<file path="config.mk">
export PLATFORM = sky130hd
export DESIGN_NAME = bconv_sched
export DESIGN_NICKNAME = d
export VERILOG_FILES = /design/src/rtl/bconv_sched.sv
export SDC_FILE = /design/constraint.sdc
export NUM_CORES = 1
export LEC_CHECK = 0
export CAP_MARGIN = 20
export CORE_MARGIN = 8
export CORE_UTILIZATION = 32
export CTS_CLUSTER_DIAMETER = 150
export DETAILED_ROUTE_END_ITERATION = 8
export GPL_TIMING_DRIVEN = 0
export PLACE_DENSITY = 0.85
export SETUP_SLACK_MARGIN = 0.5
export SYNTH_ARGS = -nofsm -noshare
export SYNTH_HDL_FRONTEND = slang
export SYNTH_SLANG_ARGS = --single-unit
</file>
<file path="constraint.sdc">
create_clock -name clk -period 2.1 [get_ports clk]
set_input_delay 0.63 -clock clk [delete_from_list [all_inputs] [get_ports clk]]
set_output_delay 0.63 -clock clk [all_outputs]
set_load 0.005 [all_outputs]
</file>
<file path="src/rtl/bconv_sched.sv">
// Round-robin job scheduler for a shared fastBConv datapath: two requesters, one
// residue vector per cycle from the source buffer, write-back as results emerge.
module bconv_sched #(
    parameter int RNS_PRIME_BITS = 8,
    parameter int W              = RNS_PRIME_BITS,
    parameter int N_IN           = 4,
    parameter int N_OUT          = 4,
    parameter int N_COEFF        = 16,
    parameter int AW             = $clog2(N_COEFF),
    parameter int LW             = $clog2(N_COEFF + 1),
    parameter int DP_LAT         = 1
) (
    input  logic                        clk,
    input  logic                        rst,
    input  logic [1:0]                  req_valid,
    input  logic [LW-1:0]               req_len0,
    input  logic [LW-1:0]               req_len1,
    output logic [1:0]                  req_ack,
    output logic                        rd_en,
    output logic                        rd_sel,
    output logic [AW-1:0]               rd_addr,
    input  logic [N_IN-1:0][W-1:0]      rd_data,
    output logic                        dp_in_valid,
    output logic [N_IN-1:0][W-1:0]      dp_x,
    input  logic                        dp_out_valid,
    input  logic [N_OUT-1:0][W-1:0]     dp_c,
    output logic                        wr_en,
    output logic                        wr_sel,
    output logic [AW-1:0]               wr_addr,
    output logic [N_OUT-1:0][W-1:0]     wr_data,
    output logic                        busy,
    output logic                        done,
    output logic                        done_id
);

    if (DP_LAT < 1) begin : g_bad_lat
        $error("bconv_sched: DP_LAT must be at least 1");
    end

    typedef enum logic [1:0] {IDLE, ISSUE, DRAIN, DONE} state_t;

    state_t          state_q, state_d;
    logic            cur_id_q, cur_id_d;
    logic            last_q, last_d;
    logic [LW-1:0]   len_q, len_d;
    logic [LW-1:0]   issue_cnt_q, issue_cnt_d;
    logic [LW-1:0]   wr_cnt_q, wr_cnt_d;
    logic            dp_vld_q;

    // Grant: lone requester wins, a tie goes to whoever was not served last.
    logic            gnt_any, gnt_id;
    logic [LW-1:0]   req_len_g, len_clip;

    assign gnt_any   = |req_valid;
    assign gnt_id    = (&req_valid) ? ~last_q : req_valid[1];
    assign req_len_g = gnt_id ? req_len1 : req_len0;
    assign len_clip  = (req_len_g > LW'(N_COEFF)) ? LW'(N_COEFF) : req_len_g;

    always_ff @(posedge clk) begin
        if (rst) begin
            state_q     <= IDLE;
            cur_id_q    <= 1'b0;
            last_q      <= 1'b1;
            len_q       <= '0;
            issue_cnt_q <= '0;
            wr_cnt_q    <= '0;
            dp_vld_q    <= 1'b0;
        end else begin
            state_q     <= state_d;
            cur_id_q    <= cur_id_d;
            last_q      <= last_d;
            len_q       <= len_d;
            issue_cnt_q <= issue_cnt_d;
            wr_cnt_q    <= wr_cnt_d;
            dp_vld_q    <= rd_en;
        end
    end

    always_comb begin
        state_d     = state_q;
        cur_id_d    = cur_id_q;
        last_d      = last_q;
        len_d       = len_q;
        issue_cnt_d = issue_cnt_q;
        wr_cnt_d    = wr_en ? wr_cnt_q + LW'(1) : wr_cnt_q;
        case (state_q)
            IDLE: begin
                if (gnt_any) begin
                    cur_id_d    = gnt_id;
                    len_d       = len_clip;
                    issue_cnt_d = '0;
                    wr_cnt_d    = '0;
                    state_d     = (len_clip != '0) ? ISSUE : DONE;
                end
            end
            ISSUE: begin
                issue_cnt_d = issue_cnt_q + LW'(1);
                if (issue_cnt_q == len_q - LW'(1)) state_d = DRAIN;
            end
            DRAIN: begin
                if (wr_en && (wr_cnt_q == len_q - LW'(1))) state_d = DONE;
            end
            DONE: begin
                last_d  = cur_id_q;
                state_d = IDLE;
            end
            default: state_d = IDLE;
        endcase
    end

    always_comb begin
        busy        = (state_q != IDLE);
        req_ack     = '0;
        if (state_q == IDLE && gnt_any) req_ack = gnt_id ? 2'b10 : 2'b01;
        rd_en       = (state_q == ISSUE);
        rd_sel      = rd_en & cur_id_q;
        rd_addr     = rd_en ? issue_cnt_q[AW-1:0] : '0;
        dp_in_valid = dp_vld_q;
        dp_x        = rd_data;
        // Results arriving while idle belong to an aborted job and are dropped.
        wr_en       = dp_out_valid & busy;
        wr_sel      = wr_en & cur_id_q;
        wr_addr     = wr_en ? wr_cnt_q[AW-1:0] : '0;
        wr_data     = dp_c;
        done        = (state_q == DONE);
        done_id     = done & cur_id_q;
    end

endmodule
</file>
=== Word-level counts from Yosys, hierarchy flattened ===
Cells that the tools add are included.

* Output and inout port bits: 82
* Logic and storage cells: 52
* Register bits: 20
* Input bits: 79

* Eq/ne operators: 8
* Reductions and logical operators: 11
* Bitwise logic cells: 5
* Muxes and demuxes: 17
* Add/sub/neg operators: 3
* $lt $le $gt $ge: 1

{| class="wikitable"
|+ Operators with widths
! operator !! count
|-
| 5-bit 2-to-1 mux || 6
|-
| 2-bit 2-to-1 mux || 6
|-
| 5-bit by 1-bit adder with 5-bit output (second input constant) || 2
|-
| 5-bit == test || 2
|-
| 5-bit one-hot mux with 2 select lines || 1
|-
| 4-bit 2-to-1 mux || 2
|-
| 2-bit one-hot mux with 4 select lines || 1
|-
| 2-bit AND reduction || 3
|-
| 5-bit greater-than comparator (second input constant) || 1
|-
| 5-bit nonzero test || 1
|-
| 5-bit by 1-bit subtractor with 5-bit output (second input constant) || 1
|-
| 1-bit AND || 4
|-
| 2-bit == test (second input constant) || 2
|-
| 2-bit != test (second input constant) || 2
|-
| 2-bit nonzero test || 2
|-
| 3-bit AND reduction || 1
|-
| 2-bit by 1-bit == test with 1-bit output (second input constant) || 1
|-
| 1-bit logical AND || 2
|-
| 2-bit zero test || 1
|-
| 2-bit by 1-bit != test with 1-bit output (second input constant) || 1
|-
| 2-bit OR reduction || 1
|-
| 1-bit 2-to-1 mux || 1
|-
| 1-bit inverter || 1
|}

=== Depth between registers and ports, before layout ===
Gate-level depths: netlist of run 1.

* Word-level depth: 9
* Gate-level depth with buffers: 8
* Mapped depth without buffers: 7

=== Least setup slack after synthesis of run 1 ===
OpenSTA, ideal clock, no wires.

* Path kind: in2out
* Start: in req_valid[1]
* End: out req_ack[1]
* Data required time: 1.470 ns
* Stages on the path: 3
* Arrival: 1.384 ns
* Buffers on the path: 1
* Setup slack: 0.086 ns
* Path through: a21boi_0 clkbuf_1 and2_1

* Longest elaborated chain between the ends: 4
* Elaborated cells between the ends (all ways): 6
* Those cells by class: mux (3); reduce/logical (3)

{| class="wikitable"
|+ RTL lines
! item !! RTL line !! RTL
|-
| start, declared || 15 || <nowiki>input logic [1:0] req_valid,</nowiki>
|-
| 2-bit AND reduction || 55 || <nowiki>assign gnt_id = (&req_valid) ? ~last_q : req_valid[1];</nowiki>
|-
| 1-bit 2-to-1 mux || 55 ||
|-
| 2-bit 2-to-1 mux || 114 || <nowiki>if (state_q == IDLE && gnt_any) req_ack = gnt_id ? 2'b10 : 2'b01;</nowiki>
|-
| 2-bit 2-to-1 mux * || 114 ||
|-
| end, declared || 18 || <nowiki>output logic [1:0] req_ack,</nowiki>
|}

Every way passes the cells marked *; elsewhere a longest branch is shown, timed or not.

=== Worst setup path after layout of run 1 ===
* Start: reg state_q[1]
* End: reg issue_cnt_q[4]

* Longest elaborated chain between the ends: 3
* Elaborated cells between the ends (all ways): 6
* Those cells by class: eq/ne (2); mux (1); reduce/logical (3)

{| class="wikitable"
|+ RTL lines
! item !! RTL line !! RTL
|-
| start, declared || 42 || <nowiki>state_t state_q, state_d;</nowiki>
|-
| start signal, assigned || 69 || <nowiki>state_q <= state_d;</nowiki>
|-
| 2-bit by 1-bit == test with 1-bit output or 2-bit zero test (tied branches) || 86 || <nowiki>case (state_q)</nowiki>
|-
| 2-bit nonzero test (no source line) or 2-bit != test (tied branches) || n/a ||
|-
| 2-bit AND reduction (no source line) || n/a ||
|-
| end signal, assigned || 73 || <nowiki>issue_cnt_q <= issue_cnt_d;</nowiki>
|-
| end, declared || 46 || <nowiki>logic [LW-1:0] issue_cnt_q, issue_cnt_d;</nowiki>
|}

Several ways; a longest one is shown, not always the timed one.
A chain may end at the register's enable or synchronous reset.

==> results of run 1 <==
## what timing repair did
item,4_1_cts,5_1_grt
resized for setup,252,59
pin swaps,10,16
endpoints found under the hold margin,0,0
endpoints found under the setup margin,100,34
setup buffers,24,12
## cells in the mapped netlist, types with 2 or more instances
| cell type | count |
|---|---|
| a21oi_1 | 6 |
| nor3_1 | 5 |
| ha_1 | 8 |
| inv_1 | 10 |
| nor2_1 | 21 |
| a31oi_1 | 5 |
| clkbuf_1 | 8 |
| xor2_1 | 10 |
| nor3b_1 | 4 |
| nor2b_1 | 2 |
| xnor2_1 | 5 |
| mux2i_1 | 3 |
| and2_1 | 12 |
| buf_4 | 64 |
| dfxtp_1 | 20 |
| nand3_1 | 5 |
| a211o_1 | 2 |
| a211oi_1 | 5 |
| nand2_1 | 5 |
| nand4_1 | 2 |
## per-stage QoR
stage	instance area, sq um	TNS [ps]
6_report	3527	0
5_1_grt	3527	-72.95
4_1_cts	3231	0
3_5_place_dp	2923	-6262
3_3_place_gp	2923	-5875
2_1_floorplan	1882	0
## power by group
group | switching, mW | leakage [nW] | internal (mW) | total (mW)
Combinational | 1.03 | 1.41 | 1.38 | 2.41
Clock | 0.138 | 0.0288 | 0.167 | 0.306
Sequential | 0.130 | 0.166 | 0.478 | 0.608
## registers in the layout, indices dropped and copies added (netlist names)
| signal | count |
|---|---|
| issue_cnt_q | 5 |
| len_q | 5 |
| wr_cnt_q | 5 |
| state_q | 2 |
| cur_id_q | 1 |
| dp_in_valid | 1 |
| last_q | 1 |
## layout make-up
class / count / area, sq um / share of cell area (%)
well taps: 72 / 90.09 / 2.554
flip-flops and latches: 20 / 412.9 / 11.71
clock buffers: 4 / 55.05 / 1.561
repair buffers: 131 / 1280 / 36.29
inverters: 10 / 40.04 / 1.135
plain buffers: 72 / 566.8 / 16.07
multi-input cells: 117 / 1082 / 30.68
## critical path: stages, from the launching register on
cell and delay [ps]:
dfxtp_2 350, inv_2 60, ha_4 170, buf_4 130
buf_6 110, buf_8 120, buf_6 120, buf_6 110
buf_6 110, buf_6 120, o21a_4 210, nand4_1 120
xor2_1 190, nor2_1 70
## per-layer routing
metal | GRT usage, % | vias up | share of wire (%)
met5 | 0 | - | 0
li1 | - | 932 | -
met4 | 5.048 | 0 | 2.0
met3 | 6.816 | 11 | 10
met2 | 27.16 | 121 | 53
met1 | 14.28 | 880 | 35
## final timing paths
| path | start | to | slack (ps) | depth (start not counted) |
|---|---|---|---|---|
| worst max-delay path | state_q[1] | issue_cnt_q[4] | 10 | 13 |
| worst min-delay path | len_q[1] | len_q[1] | 550 | 2 |
| worst max register to register | state_q[1] | issue_cnt_q[4] | 10 | 13 |
| worst min register to register | len_q[1] | len_q[1] | 550 | 2 |
## kinds of logic (layout without fill, tap and decap cells)
| kind of cell | count (synthesis) | after routing |
|---|---|---|
| AO/OA/AOI/OAI | 28 | 28 |
| XOR/XNOR | 17 | 17 |
| adder cells (fa/ha/maj) | 8 | 8 |
| buffers and inverters | 82 | 217 |
| flip-flops | 20 | 20 |
| multiplexers | 3 | 3 |
| AND/OR/NAND/NOR | 61 | 61 |
==> summary.md, run 1 <==
| Metric | Value |
|---|---|
| Most used DFF post-synth | `dfxtp_1` |
| Post-synth top area share | `a little over a quarter` |
| Clk_lat worst skew | `270 ps` |
| Drt initial violations | `slightly below 100` |
| RSZ-0062 raised after global routing | `true` |
| Commonest non-fill, non-tap cell in the layout | `buf_4` |
| 1st-pass router iterations | `4` |
| CP Class | `reg2reg` |
| Post-Synth Simple-Gate Area | `a little under a fifth` |
| Hold slack | `about 550 ps` |
| Cts hold-fix bufs | `0` |
| Pwr/cell area | `943.5 nW/um^2` |
| Chip Width | `around 91 um` |
| Finished Core Util | `~64%` |
| Critical Path Fanout Max | `4` |
| Worst EP required | `between 2000 and 2500 ps` |
| Cell accounting for the most synthesized area | `buf_4` |
| Synth-to-Final Area Change | `96.58%` |
| Post-Syn Area per Cell | `between 8 and 9 sq um` |
| Adder-Cell Fraction of Synth Area | `5.579%` |
| Worst slew margin | `between 60% and 70%` |
| Type of destination of the critical path | `flip-flop` |
| Root Buffer | `clkbuf_8` |
| Asr flop ratio synth | `0%` |
| Worst Tran Pin Value | `about 560 ps` |
| Input/output buffers | `between 90 and 100` |
| Synth warnings | `0` |
| Sequential area share after synthesis | `22.32%` |
| Hold WC Path Type | `reg2reg` |
| Core box area | `roughly 5500 sq um` |
| Htree depth | `1` |
| VDD IR max | `0.4530 mV` |
| Outcome | `completed` |
| Share of cells above drive strength 1 | `a little over half` |
| Most frequent cells in the layout | `84 x buf_4, 66 x clkdlybuf4s15_1, 33 x buf_6` |
| Site Rows | `27` |
| Post-synth EDFFs | `0` |
| Via total after detailed routing | `1944` |
| Complex-gate fraction of the synthesized area | `approximately an eighth` |
| Io pins | `161` |
| Initial antenna violation count | `0` |
| Total gr overflow | `0` |
| CTS Buf Count | `3` |
| Remaining DRCs | `0` |
| Non-filler cells, final | `around 430` |
| Fin crit share | `between 90% and 100%` |
| Dpl cells | `slightly below 400` |
| Mux share of post-synthesis cell area | `about 1.7%` |
| Final WL | `between 7000 and 8000 um` |
| Avg Vias per Cell | `about 4.6` |
| Worst setup SP type | `flip-flop` |
| Fin crit period | `around 2100 ps` |
| Mapped Nets | `around 310` |
| CTS clk-pin slew, worst paths | `approximately 80 ps` |
| Max Freq | `479.0 MHz` |
| XOR/XNOR share of the synthesized area | `under 10%` |
| Antenna viol nets, final | `0` |
| CTS tree | `done` |
| Largest family of logic cells by synthesized area | `buffers and inverters` |
| Die height | `90.88 um` |
| Area contributors post-synth | `buf_4 27%, dfxtp_1 22%, ha_1 5.6%, xor2_1 4.9%, nor2_1 4.4%` |
| Nets | `between 400 and 500` |
| Clock Sinks | `20` |
| Mapped cell area | `~1800 sq um` |
| Tot GR Track Use | `14.83%` |
| Post-synthesis register bit count | `20` |
| Fill count | `between 400 and 500` |
| Synth cell types | `37` |
| Final WS setup | `12.52 ps` |
| Lkg Pwr | `1.605 nW` |
| Die area | `a little over 8000 sq um` |
| HPWL after detailed placement | `around 5000 um` |
| Global placement routability congestion | `~0.84` |
| DP Worst Slack | `-800.8 ps` |
| Vias in the first global route | `roughly 2100` |
| CTS max path bufs | `2` |
| Final count of hold timing violations | `0` |
| Drt wl/cell | `approximately 16 um` |
| Total Power | `between 3 and 4 mW` |
| Starting density of the core | `32.78%` |
| Setup-failing EPs final | `0` |
| Mapped Cells | `219` |
| Max-Cap Viols | `0` |
| Skew final | `a little under 5 ps` |
| N_diodes | `0` |
| First-pass GRT wire length | `approximately 10000 um` |
| Worst EP arrival | `approximately 2300 ps` |
| Max Slew Vio Count | `0` |
| Pin count of the biggest net entering global routing | `12` |
Power figures use the tool's default switching activity.
==> inputs of run 2 (changes only) <==
- ABC_AREA: unset -> 1
- CORE_UTILIZATION: 32 -> 45
- DONT_BUFFER_PORTS: unset -> 1
- HOLD_SLACK_MARGIN: unset -> 0.08
- PLACE_DENSITY: 0.85 -> 0.62
==> run 2 against run 1 <==
Compared with the run above:
- via count shrank 17%
- largest power group unchanged
- sequential share of layout area increased by 7.0 points
- setup slack gained 190 ps
- global-route usage shrank 0.65 points
- register-to-register slack better by 440 ps
- flip-flop and latch count unchanged
- highest routed layer unchanged
==> summary.md, run 2 <==
| Metric | Value |
|---|---|
| Remaining DRCs | `0` |
| Worst EP required | `around 1500 ps` |
| Core box area | `3943 sq um` |
| Type of destination of the critical path | `output pin` |
| Root Buffer | `clkbuf_8` |
| Max Freq | `between 500 and 600 MHz` |
| Fin area | `between 2000 and 2500 sq um` |
| Fin crit period | `about 1900 ps` |
| Total gr overflow | `0` |
| Biggest regs | `issue_cnt_q x5, len_q x5, wr_cnt_q x5` |
| Pin count of the biggest net entering global routing | `12` |
| N_diodes | `0` |
| Cts hold-fix bufs | `0` |
| Most frequent cells in the layout | `74 x buf_4, 53 x nand2_1, 27 x inv_1` |
| Starting density of the core | `between 40% and 50%` |
| Reg2Reg Setup Slack | `roughly 450 ps` |
| CTS clk-pin slew, worst paths | `~70 ps` |
| Worst setup SP type | `flip-flop` |
| Io pins | `between 150 and 200` |
| Avg Vias per Cell | `between 4 and 5` |
| Die height | `between 70 and 80 um` |
| CP Launch Point | `state_q[0]` |
| Placed cell areas | `about 1900 sq um` |
| Area contributors post-synth | `buf_4 27%, dfxtp_1 22%, nand2_1 12%, inv_1 7.3%, nor2_1 6.6%` |
| CTS tree | `done` |
| Post-synth EDFFs | `0` |
| Final WS setup | `slightly above 200 ps` |
| Max-Cap Viols | `0` |
| Post-synth top area share | `between 20% and 30%` |
| Dpl cells | `~330` |
| 1st-pass router iterations | `4` |
| Most used DFF post-synth | `dfxtp_1` |
| Via total after detailed routing | `~1600` |
| Post-synthesis register bit count | `20` |
| Setup TNS | `0 ps` |
| Final WL | `4836 um` |
| Pwr/cell area | `slightly below 900 nW/um^2` |
| Mapped Cells | `279` |
| Initial antenna violation count | `0` |
| Final count of hold timing violations | `0` |
| Drt initial violations | `48` |
| Critical Path Fanout Max | `6` |
| CTS Buf Count | `3` |
| Post-Syn Area per Cell | `~6.5 sq um` |
| Max Slew Vio Count | `0` |
| Nets | `between 300 and 400` |
| Hold WC Path Type | `in2reg` |
| Setup-failing EPs final | `0` |
| Synth-to-Final Area Change | `19.36%` |
| RSZ-0062 raised after global routing | `true` |
| Asr flop ratio synth | `0%` |
| Commonest cells post-synth | `65 x buf_4, 56 x nand2_1, 35 x inv_1` |
| Site Rows | `23` |
| Mapped cell area | `1809 sq um` |
| CP Class | `reg2out` |
| Fin crit share | `between 90% and 100%` |
| Antenna viol nets, final | `0` |
| Commonest non-fill, non-tap cell in the layout | `buf_4` |
| Mapped Nets | `366` |
| Worst slew margin | `between 70% and 80%` |
| First-pass GRT wire length | `between 7000 and 8000 um` |
| Drt wl/cell | `approximately 14 um` |
| Worst EP arrival | `roughly 1300 ps` |
| Reg-to-Reg End | `issue_cnt_q[4]` |
| Outcome | `completed` |
| Sequential area share after synthesis | `between 20% and 30%` |
| Global placement routability congestion | `0.7925` |
| Clk_lat worst skew | `roughly 260 ps` |
| Skew final | `between 1 and 1.5 ps` |
| FF-to-FF path depth | `9` |
| HPWL after detailed placement | `between 4000 and 5000 um` |
| Non-filler cells, final | `around 340` |
| Htree depth | `1` |
| Worst setup path end | `wr_addr[1]` |
| Synth cell types | `27` |
| Fill count | `about 390` |
| Crit-path cells | `inv_2 > ha_4 > nor2_4 > inv_4 > nor2_4` |
| Chip Width | `roughly 79 um` |
| Most frequent cell after synthesis | `buf_4` |
| Worst r2r src | `state_q[0]` |
| Share of cells above drive strength 1 | `41.30%` |
| DP Worst Slack | `between 200 and 300 ps` |
| Synth warnings | `0` |
| Vias in the first global route | `1672` |
| CTS max path bufs | `2` |
| Clock Sinks | `20` |
| Worst Tran Pin Value | `359.5 ps` |
| Cell accounting for the most synthesized area | `buf_4` |
| Most common cell on crit path | `nor2_4` |
| Tot GR Track Use | `14.18%` |
| Hold slack | `approximately 430 ps` |
| Die area | `roughly 6300 sq um` |
| Input/output buffers | `0` |
| Lkg Pwr | `approximately 1.1 nW` |
| Critical Path Slowest Stage Cell | `dfxtp_2` |
| VDD IR max | `between 0.6 and 0.7 mV` |
| Max incr delay on CP | `approximately 350 ps` |
-- run 2: changes by cell type after synthesis, sizes merged, moves of 3 or more --
cell | previous run | this run
xnor2 | 5 | 0
nand3 | 5 | 24
clkbuf | 8 | 1
xor2 | 10 | 2
nand2 | 5 | 61
inv | 10 | 36
a211oi | 6 | 1
nor2 | 21 | 34
nor3b | 5 | 1
o21ai | 2 | 10
a31oi | 5 | 0
and2 | 12 | 0
mux2i | 3 | 0
-- run 2: how the worst min path moves through the flow --
| stage | start | to | slack, ps | cells past startpoint |
|---|---|---|---|---|
| 5_1_grt | rst | issue_cnt_q[1] | 420 | 1 |
| 3_3_place_gp | wr_cnt_q[4] | wr_cnt_q[4] | 480 | 2 |
| 6_report | rst | issue_cnt_q[1] | 430 | 1 |
| 2_1_floorplan | last_q | last_q | 460 | 2 |
| 4_1_cts | rst | issue_cnt_q[1] | 420 | 1 |
| 3_5_place_dp | wr_cnt_q[4] | wr_cnt_q[4] | 500 | 2 |
-- run 2: metal layers --
metal	vias to the layer above	routed length (um)	global-route usage (%)
met3	5	614	6.982
li1	832	-	-
met4	0	39	3.519
met2	86	2371	25.31
met5	-	0	0
met1	699	1810	14.37
-- run 2: repair_timing --
action	in CTS	in global routing
buffers inserted	7	3
gates resized for setup	27	11
setup endpoints to repair	28	25
pin swaps	7	6
-- run 2: cell families after synthesis --
family | share of synthesized area (%)
AOI/OAI and AO/OA | 5.879
xor gates and xnor gates | 0.9684
adders and majority gates | 5.533
buffers and inverters | 34.85
DFF | 22.13
and+or+nand+nor | 30.64
-- run 2: critical path, delay by kind of cell, from the launching register on --
| kind | cells | cell delay [ps] |
|---|---|---|
| and+or+nand+nor | 2 | 310 |
| adders and majority gates | 1 | 180 |
| DFF | 1 | 350 |
| buffers and inverters | 2 | 160 |
-- run 2: layout make-up --
| type | count | area, sq um | area share (%) |
|---|---|---|---|
| clock buffers | 4 | 55.05 | 2.549 |
| flip-flops and latches | 20 | 404.1 | 18.71 |
| well taps | 50 | 62.56 | 2.897 |
| plain buffers | 66 | 505.5 | 23.41 |
| multi-input cells | 156 | 905.9 | 41.95 |
| repair buffers | 10 | 75.07 | 3.476 |
| inverters | 37 | 151.4 | 7.010 |
-- run 2: per-stage QoR --
step           power (mW)  utilization [%]
4_1_cts             1.843            53.09
5_1_grt             2.095            54.78
2_1_floorplan       1.197                -
3_3_place_gp        1.360            48.33
3_5_place_dp        1.372            48.33
6_report            1.923            54.78
-- run 2: power breakdown --
group / internal [mW] / leakage [nW] / switching, mW / total (mW)
Sequential: 0.446 / 0.164 / 0.0590 / 0.505
Combinational: 0.479 / 0.889 / 0.641 / 1.12
Clock: 0.167 / 0.0288 / 0.131 / 0.298
